<file path="config.mk">
export PLATFORM = sky130hd
export DESIGN_NAME = scan_reg_bank
export DESIGN_NICKNAME = d
export VERILOG_FILES = /design/src/rtl/scan_reg_pkg.sv /design/src/rtl/scan_reg_bit.sv /design/src/rtl/scan_reg_bank.sv
export SDC_FILE = /design/constraint.sdc
export NUM_CORES = 1
export LEC_CHECK = 0
export ABC_AREA = 1
export CAP_MARGIN = 20
export CORE_MARGIN = 2
export CORE_UTILIZATION = 44
export CTS_CLUSTER_SIZE = 10
export DETAILED_ROUTE_END_ITERATION = 7
export GPL_TIMING_DRIVEN = 1
export PLACE_DENSITY = 0.75
export SLEW_MARGIN = 20
export SYNTH_ARGS = -nofsm -noshare
export SYNTH_HDL_FRONTEND = slang
export SYNTH_SLANG_ARGS = --single-unit
</file>
<file path="constraint.sdc">
create_clock -name CLK -period 1.4 [get_ports CLK]
set_clock_uncertainty 0.15 [all_clocks]
set_input_delay 0.35 -clock CLK [delete_from_list [all_inputs] [get_ports CLK]]
set_output_delay 0.35 -clock CLK [all_outputs]
set_load 0.02 [all_outputs]
</file>
<file path="src/rtl/scan_reg_pkg.sv">
// Shared types and helpers for the scan register bank: operating modes,
// shift-counter width and a parity helper.
package scan_reg_pkg;

   typedef enum logic [2:0] {
      MODE_HOLD  = 3'd0,
      MODE_LOAD  = 3'd1,
      MODE_SHIFT = 3'd2,
      MODE_SET   = 3'd3,
      MODE_RST   = 3'd4
   } mode_e;

   // Counter must be able to represent WIDTH itself.
   function automatic int cnt_width(input int width);
      return $clog2(width + 1);
   endfunction

   function automatic logic parity64(input logic [63:0] v);
      return ^v;
   endfunction

endpackage

</file>
<file path="src/rtl/scan_reg_bit.sv">
// One stored bit of the scan register bank: selects reset / set / scan / load /
// hold according to the mode decoded once in the top level.
module scan_reg_bit
   import scan_reg_pkg::*;
#(
   parameter logic RST_BIT = 1'b0,
   parameter logic SET_BIT = 1'b1
) (
   input  logic  i_clk,
   input  logic  i_rst,
   input  mode_e i_mode,
   input  logic  i_d,
   input  logic  i_si,
   output logic  o_q
);

   logic r_q;
   logic w_nxt;

   // Next-state selection for this bit.
   always_comb begin
      w_nxt = r_q;
      case (i_mode)
         MODE_RST:   w_nxt = RST_BIT;
         MODE_SET:   w_nxt = SET_BIT;
         MODE_SHIFT: w_nxt = i_si;
         MODE_LOAD:  w_nxt = i_d;
         MODE_HOLD:  w_nxt = r_q;
         default:    w_nxt = r_q;
      endcase
   end

   // State register with synchronous reset.
   always_ff @(posedge i_clk) begin
      if (i_rst) begin
         r_q <= RST_BIT;
      end else begin
         r_q <= w_nxt;
      end
   end

   assign o_q = r_q;

endmodule

</file>
<file path="src/rtl/scan_reg_bank.sv">
// Scan register bank: WIDTH scan flops with set/reset/load/shift, a shift
// counter and full-chain SHIFT_DONE pulse. Optional PAR output: SCAN_REG_BANK_PARITY_EN.
module scan_reg_bank
   import scan_reg_pkg::*;
#(
   parameter int               WIDTH   = 8,
   parameter logic [WIDTH-1:0] RST_VAL = {WIDTH{1'b0}},
   parameter logic [WIDTH-1:0] SET_VAL = {WIDTH{1'b1}}
) (
   input  logic             CLK,
   input  logic             RST,
   input  logic             SETN,
   input  logic             SE,
   input  logic             SI,
   input  logic             EN,
   input  logic [WIDTH-1:0] D,
   output logic [WIDTH-1:0] Q,
   output logic             SO,
   output logic             SHIFT_DONE
`ifdef SCAN_REG_BANK_PARITY_EN
   ,
   output logic             PAR
`endif
);

   localparam int             CW       = cnt_width(WIDTH);
   localparam logic [CW-1:0]  CNT_LAST = CW'(WIDTH - 1);

   mode_e            w_mode;
   logic [WIDTH-1:0] w_iq;
   logic [WIDTH-1:0] w_si;
   logic [CW-1:0]    r_cnt;
   logic             r_done;

   // Edge priority: reset, set, shift, load, hold.
   always_comb begin
      w_mode = MODE_HOLD;
      if (RST) begin
         w_mode = MODE_RST;
      end else if (!SETN) begin
         w_mode = MODE_SET;
      end else if (SE) begin
         w_mode = MODE_SHIFT;
      end else if (EN) begin
         w_mode = MODE_LOAD;
      end else begin
         w_mode = MODE_HOLD;
      end
   end

   assign w_si = {w_iq[WIDTH-2:0], SI};

   for (genvar i = 0; i < WIDTH; i++) begin : g_bit
      scan_reg_bit #(
         .RST_BIT (RST_VAL[i]),
         .SET_BIT (SET_VAL[i])
      ) u_bit (
         .i_clk  (CLK),
         .i_rst  (RST),
         .i_mode (w_mode),
         .i_d    (D[i]),
         .i_si   (w_si[i]),
         .o_q    (w_iq[i])
      );
   end

   // Counts consecutive shift edges only; any non-shift edge restarts the count.
   always_ff @(posedge CLK) begin
      if (RST) begin
         r_cnt  <= {CW{1'b0}};
         r_done <= 1'b0;
      end else if (w_mode != MODE_SHIFT) begin
         r_cnt  <= {CW{1'b0}};
         r_done <= 1'b0;
      end else if (r_cnt == CNT_LAST) begin
         r_cnt  <= {CW{1'b0}};
         r_done <= 1'b1;
      end else begin
         r_cnt  <= r_cnt + CW'(1);
         r_done <= 1'b0;
      end
   end

   assign Q          = ~w_iq;
   assign SO         = w_iq[WIDTH-1];
   assign SHIFT_DONE = r_done;

`ifdef SCAN_REG_BANK_PARITY_EN
   logic r_par;

   // Parity lags the stored word by one edge.
   always_ff @(posedge CLK) begin
      if (RST) begin
         r_par <= ^RST_VAL;
      end else begin
         r_par <= parity64(64'(w_iq));
      end
   end

   assign PAR = r_par;
`endif

endmodule
</file>
# --- After elaboration in Yosys (flattened, before gate mapping) ---
# Cells that the tools add are included.
word_totals:
  register_bits: 13
  input_bits: 14
  out_inout_bits: 10
  elab_cells: 34
classes:
  addsub: 1
  n_eq_ne: 6
  mux: 13
  bitwise_logic: 1
  n_reduce_logical: 3
op_table:
  columns: ["operator", "count"]
  rows:
  - ["1-bit one-hot mux with 4 select lines", 8]
  - ["8-bit inverter", 1]
  - ["3-bit by 2-bit equality test with 1-bit output, second input constant", 2]
  - ["4-bit by 1-bit adder with 4-bit output, second input constant", 1]
  - ["4-bit by 3-bit equality test with 1-bit output, second input constant", 1]
  - ["2-bit two-way mux", 2]
  - ["4-bit nonzero test", 1]
  - ["3-bit by 1-bit equality test with 1-bit output, second input constant", 1]
  - ["3-bit equality test, second input constant", 1]
  - ["3-bit two-way mux", 1]
  - ["3-bit by 2-bit != test with 1-bit output, second input constant", 1]
  - ["3-bit OR reduction", 1]
  - ["1-bit two-way mux", 2]
  - ["2-bit OR reduction", 1]

# --- Logic depth before layout (Yosys ltp) ---
depth:
  depth_word: 6
  mapped_depth: 6
  mapped_depth_nobuf: 5

# --- Hierarchy ---
# From an unflattened synthesis, not the netlist that was laid out.
unflattened:
  cells_unflattened: 163
  area_unflattened_um2: 885.8
modules_own_cells:
  columns: ["mod", "instances", "cells_per_inst", "area_each_um2", "seq_area_each_um2"]
  rows:
  - ["scan_reg_bit", 8, 16, 80.1, 20.0]
  - ["scan_reg_bank", 1, 35, 245.2, 100.1]

# --- Worst setup path after synthesis ---
# Ideal clock, no wire load.
synth_timing:
  kind: "input to register"
  from: "input SETN"
  to: "register g_bit[4].u_bit.r_q"
  setup_time_ns: 0.060
  arrival_ns: 0.909
  t_required_ns: 1.190
  path_slack_ns: 0.281
  cell_stages: 6
  n_path_buf: 2
  cell_sequence: "buf_6 -> inv_6 -> nor2_8 -> buf_12 -> nand3_1 -> nand3_2"
synth_via:
  elab_chain_cells: 4
  elab_cells_between_ends: 8
  classes_between: "4 x eq/ne; 3 x mux; 1 x reduce/logical"
synth_rtl:
  columns: ["item", "line", "source"]
  rows:
  - ["from (decl)", "scan_reg_bank.sv:12", "input logic SETN,"]
  - ["2-bit two-way mux (*)", "scan_reg_bank.sv:40", "end else if (!SETN) begin"]
  - ["3-bit two-way mux (*)", "scan_reg_bank.sv:38", "if (RST) begin"]
  - ["3-bit by 1-bit equality test with 1-bit output (tied with other cells)", "scan_reg_bit.sv:23", "case (i_mode)"]
  - ["1-bit one-hot mux with 4 select lines / 4-bit nonzero test (equally long branches)", null, null]
  - ["to (signal assigned)", "scan_reg_bit.sv:38", "r_q <= w_nxt;"]
  - ["to (decl)", "scan_reg_bit.sv:17", "logic r_q;"]
# Mark *: on every way between the ends. The rest lies on a longest branch, timed or not.
# A chain may end at the register's enable or synchronous reset.

# --- Final worst setup path ---
layout_timing:
  from: "register r_done, in the netlist SHIFT_DONE"
  to: "output SHIFT_DONE"
layout_rtl:
  columns: ["item", "line", "source"]
  rows:
  - ["from (decl)", "scan_reg_bank.sv:33", "logic r_done;"]
  - ["from (signal assigned)", "scan_reg_bank.sv:71", "r_done <= 1'b0;"]
  - ["from (signal assigned)", "scan_reg_bank.sv:74", "r_done <= 1'b0;"]
  - ["from (signal assigned)", "scan_reg_bank.sv:77", "r_done <= 1'b1;"]
  - ["to (decl)", "scan_reg_bank.sv:19", "output logic SHIFT_DONE"]
# No word-level cell between the ends.

==> results.json <==
{
  "synth_top_area_cell": "dfxtp_1",
  "irDropWorstVdd_uv": 739,
  "io_buffers": 23,
  "syn_area_per_cell_sq_um": 7.93,
  "grt_max_degree": 11,
  "crit_chain": "clkdlybuf4s15_2",
  "synth_cells": 92,
  "final_cell_mix": "inv_1 (17), nand3_1 (17), nand4_1 (15)",
  "grt.total_usage_pct": 19.7,
  "ys_top_cells_by_area": "dfxtp_1 (36%), nand4_1 (13%), nand3_1 (12%)",
  "place_ws_ns": -0.281,
  "setup_viol": 0,
  "drc_errors": 0,
  "dr.pass1.iters": 5,
  "power_density_nw_per_um2": 818,
  "status": "finished, final reports clean",
  "coreArea_sq_um": 1520,
  "p_total_mw": 0.885,
  "cp.arrival_ns": 0.84,
  "rows": 14,
  "clk_latency_ns": 0.29,
  "regArea_sq_um": 262,
  "die_w_microns": 44.7,
  "hold_viol": 0,
  "die_y_microns": 44.7,
  "p_leak_nw": 0.548,
  "cp_max_fo": 1,
  "clkSlewWorstSetupHoldPaths_ns": 0.07,
  "critPathRequiredTime_ns": 0.90,
  "num_vias": 763,
  "final_cells": 147,
  "postSynthNetCount": 107,
  "drive_gt1_share_pct": 30.5,
  "min_period_over_period_pct": 95.9,
  "clk_path_buf_depth": 2,
  "cts_tree": "built",
  "cts_max_level": 1,
  "synth_top_area_share_pct": 35.7,
  "period_needed_ns": 1.34,
  "root_buffer": "clkbuf_4",
  "end_kind": "primary output",
  "crit_family": "flip-flops",
  "fmax_ghz": 0.745,
  "num_antenna_cells": 0,
  "numCtsBuffers": 3,
  "critPathMaxStageDelay_ns": 0.31,
  "ys_warn_count": 0,
  "hold_class": "register to register",
  "dp.cells": 143,
  "place.gp.congestion": 0.800,
  "max_cap_viol_count": 0,
  "fin_nets": 147,
  "tightest_slew_ns": 0.263,
  "multi_input_area_sq_um": 347,
  "grt_antenna_before_repair": 0,
  "startpoint_type": "register",
  "wl_microns": 1720,
  "io-pin-count": 24,
  "hpwl_microns": 1320,
  "wl_per_cell_microns": 11.7,
  "start_util_pct": 47.9,
  "crit_buf_inv": 1,
  "grt_overflow": 0,
  "ant_nets": 0,
  "drt_iter0_markers": 7,
  "yosysUniqueCellTypes": 22,
  "fill_cells": 130,
  "rsz0062_at_grt": "false",
  "post_cts.repair.setup_buffers": 0,
  "drt-vias-per-instance": 5.19,
  "worst-setup-path-type": "register to primary output",
  "grt_pass1_vias": 679,
  "final_max_slew_viol_count": 0,
  "timing.final.ws_setup_ns": 0.0580,
  "synth.ff_latch_count": 13,
  "synth.cell_area_sq_um": 729,
  "ys_seq_area_share_pct": 35.7,
  "dieArea_sq_um": 2000,
  "area.growth.synth_to_final_pct": 48.4,
  "clock_sinks": 13,
  "cp_slowest_cell": "dfxtp_1",
  "relSlewSlack_pct": 82.4,
  "grt_first_pass_wirelength_microns": 2890
}
## kinds of logic after synthesis
kind of cell | count (synthesis) | synth area share (%)
buffers and inverters | 24 | 16.8
XOR/XNOR | 2 | 2.40
flip-flops | 13 | 35.7
adder cells (fa/ha/maj) | 1 | 1.71
AND/OR/NAND/NOR | 52 | 43.4
## where the power goes
group | leakage [nW] | switching [mW] | total, mW | internal (mW)
clock | 0.0150 | 0.133 | 0.243 | 0.111
combinational | 0.425 | 0.123 | 0.239 | 0.116
sequential | 0.108 | 0.0109 | 0.403 | 0.392
## worst reg2reg max path: cells and delay by family, from the launching register on
| kind | cells | cell delay, ns |
|---|---|---|
| fa+ha+maj | 1 | 0.21 |
| flops | 1 | 0.37 |
| simple gates | 3 | 0.33 |
## final timing paths
| kind | slack, ns | from | cells past startpoint | endpoint |
|---|---|---|---|---|
| worst max-delay path | 0.06 | SHIFT_DONE | 1 | SHIFT_DONE |
| worst min-delay path | 0.32 | r_cnt[0] | 1 | r_cnt[0] |
| worst max register to register | 0.25 | r_cnt[0] | 4 | r_cnt[3] |
| worst min register to register | 0.32 | r_cnt[0] | 1 | r_cnt[0] |
## sequential cells by signal (all words and copies together), names as in the netlist
signal,count
g_bit.u_bit.o_q,8
SHIFT_DONE,1
r_cnt,4
## what timing repair did
| item | CTS | global route |
|---|---|---|
| endpoints found under the hold margin | 0 | 0 |
| gates resized for setup | 38 | 5 |
| cloned | 0 | 0 |
| endpoints found under the setup margin | 10 | 10 |
| hold buffers | 0 | 0 |
## synthesized netlist by cell type
master and number:
ha_1 1, xnor2_1 1, nand4_2 1, dfxtp_1 13
inv_2 2, nand4_1 15, buf_12 1, clkinv_1 1
nand3_2 1, nand3_1 17, nand3b_1 1, nand2_1 8
inv_6 1, inv_1 17, buf_6 1, nand2_4 2
nor2_4 1, nor2_2 2, buf_4 1, nor2_8 1
nor2_1 3, xor2_1 1
## cell type report
type / count / area share [%]
inverters: 21 / 7.75
well taps: 16 / 1.85
flip-flops and latches: 13 / 24.2
clock buffers: 4 / 2.43
repair buffers: 38 / 31.8
multi-input cells: 55 / 32.0
## layer usage
metal  vias to the layer above  track usage [%]  share of wire (%)
li1                        383                -                  -
met1                       345             27.4                 46
met2                        31             29.6                 44
met3                         4             3.60                8.3
met4                         0             9.09                2.1
met5                         -                0                  0
## metrics by stage
step | utilization [%] | setup TNS, ns | area, sq um | hold slack (ns)
after floorplan | - | 0 | 729 | 0.268
after CTS | 71.3 | 0 | 1090 | 0.321
after global placement | 71.6 | -2.82 | 1090 | 0.283
after global routing | 71.0 | 0 | 1080 | 0.341
after detailed placement | 71.6 | -3.22 | 1090 | 0.304
final | 71.0 | 0 | 1080 | 0.323
Power figures use the tool's default switching activity.
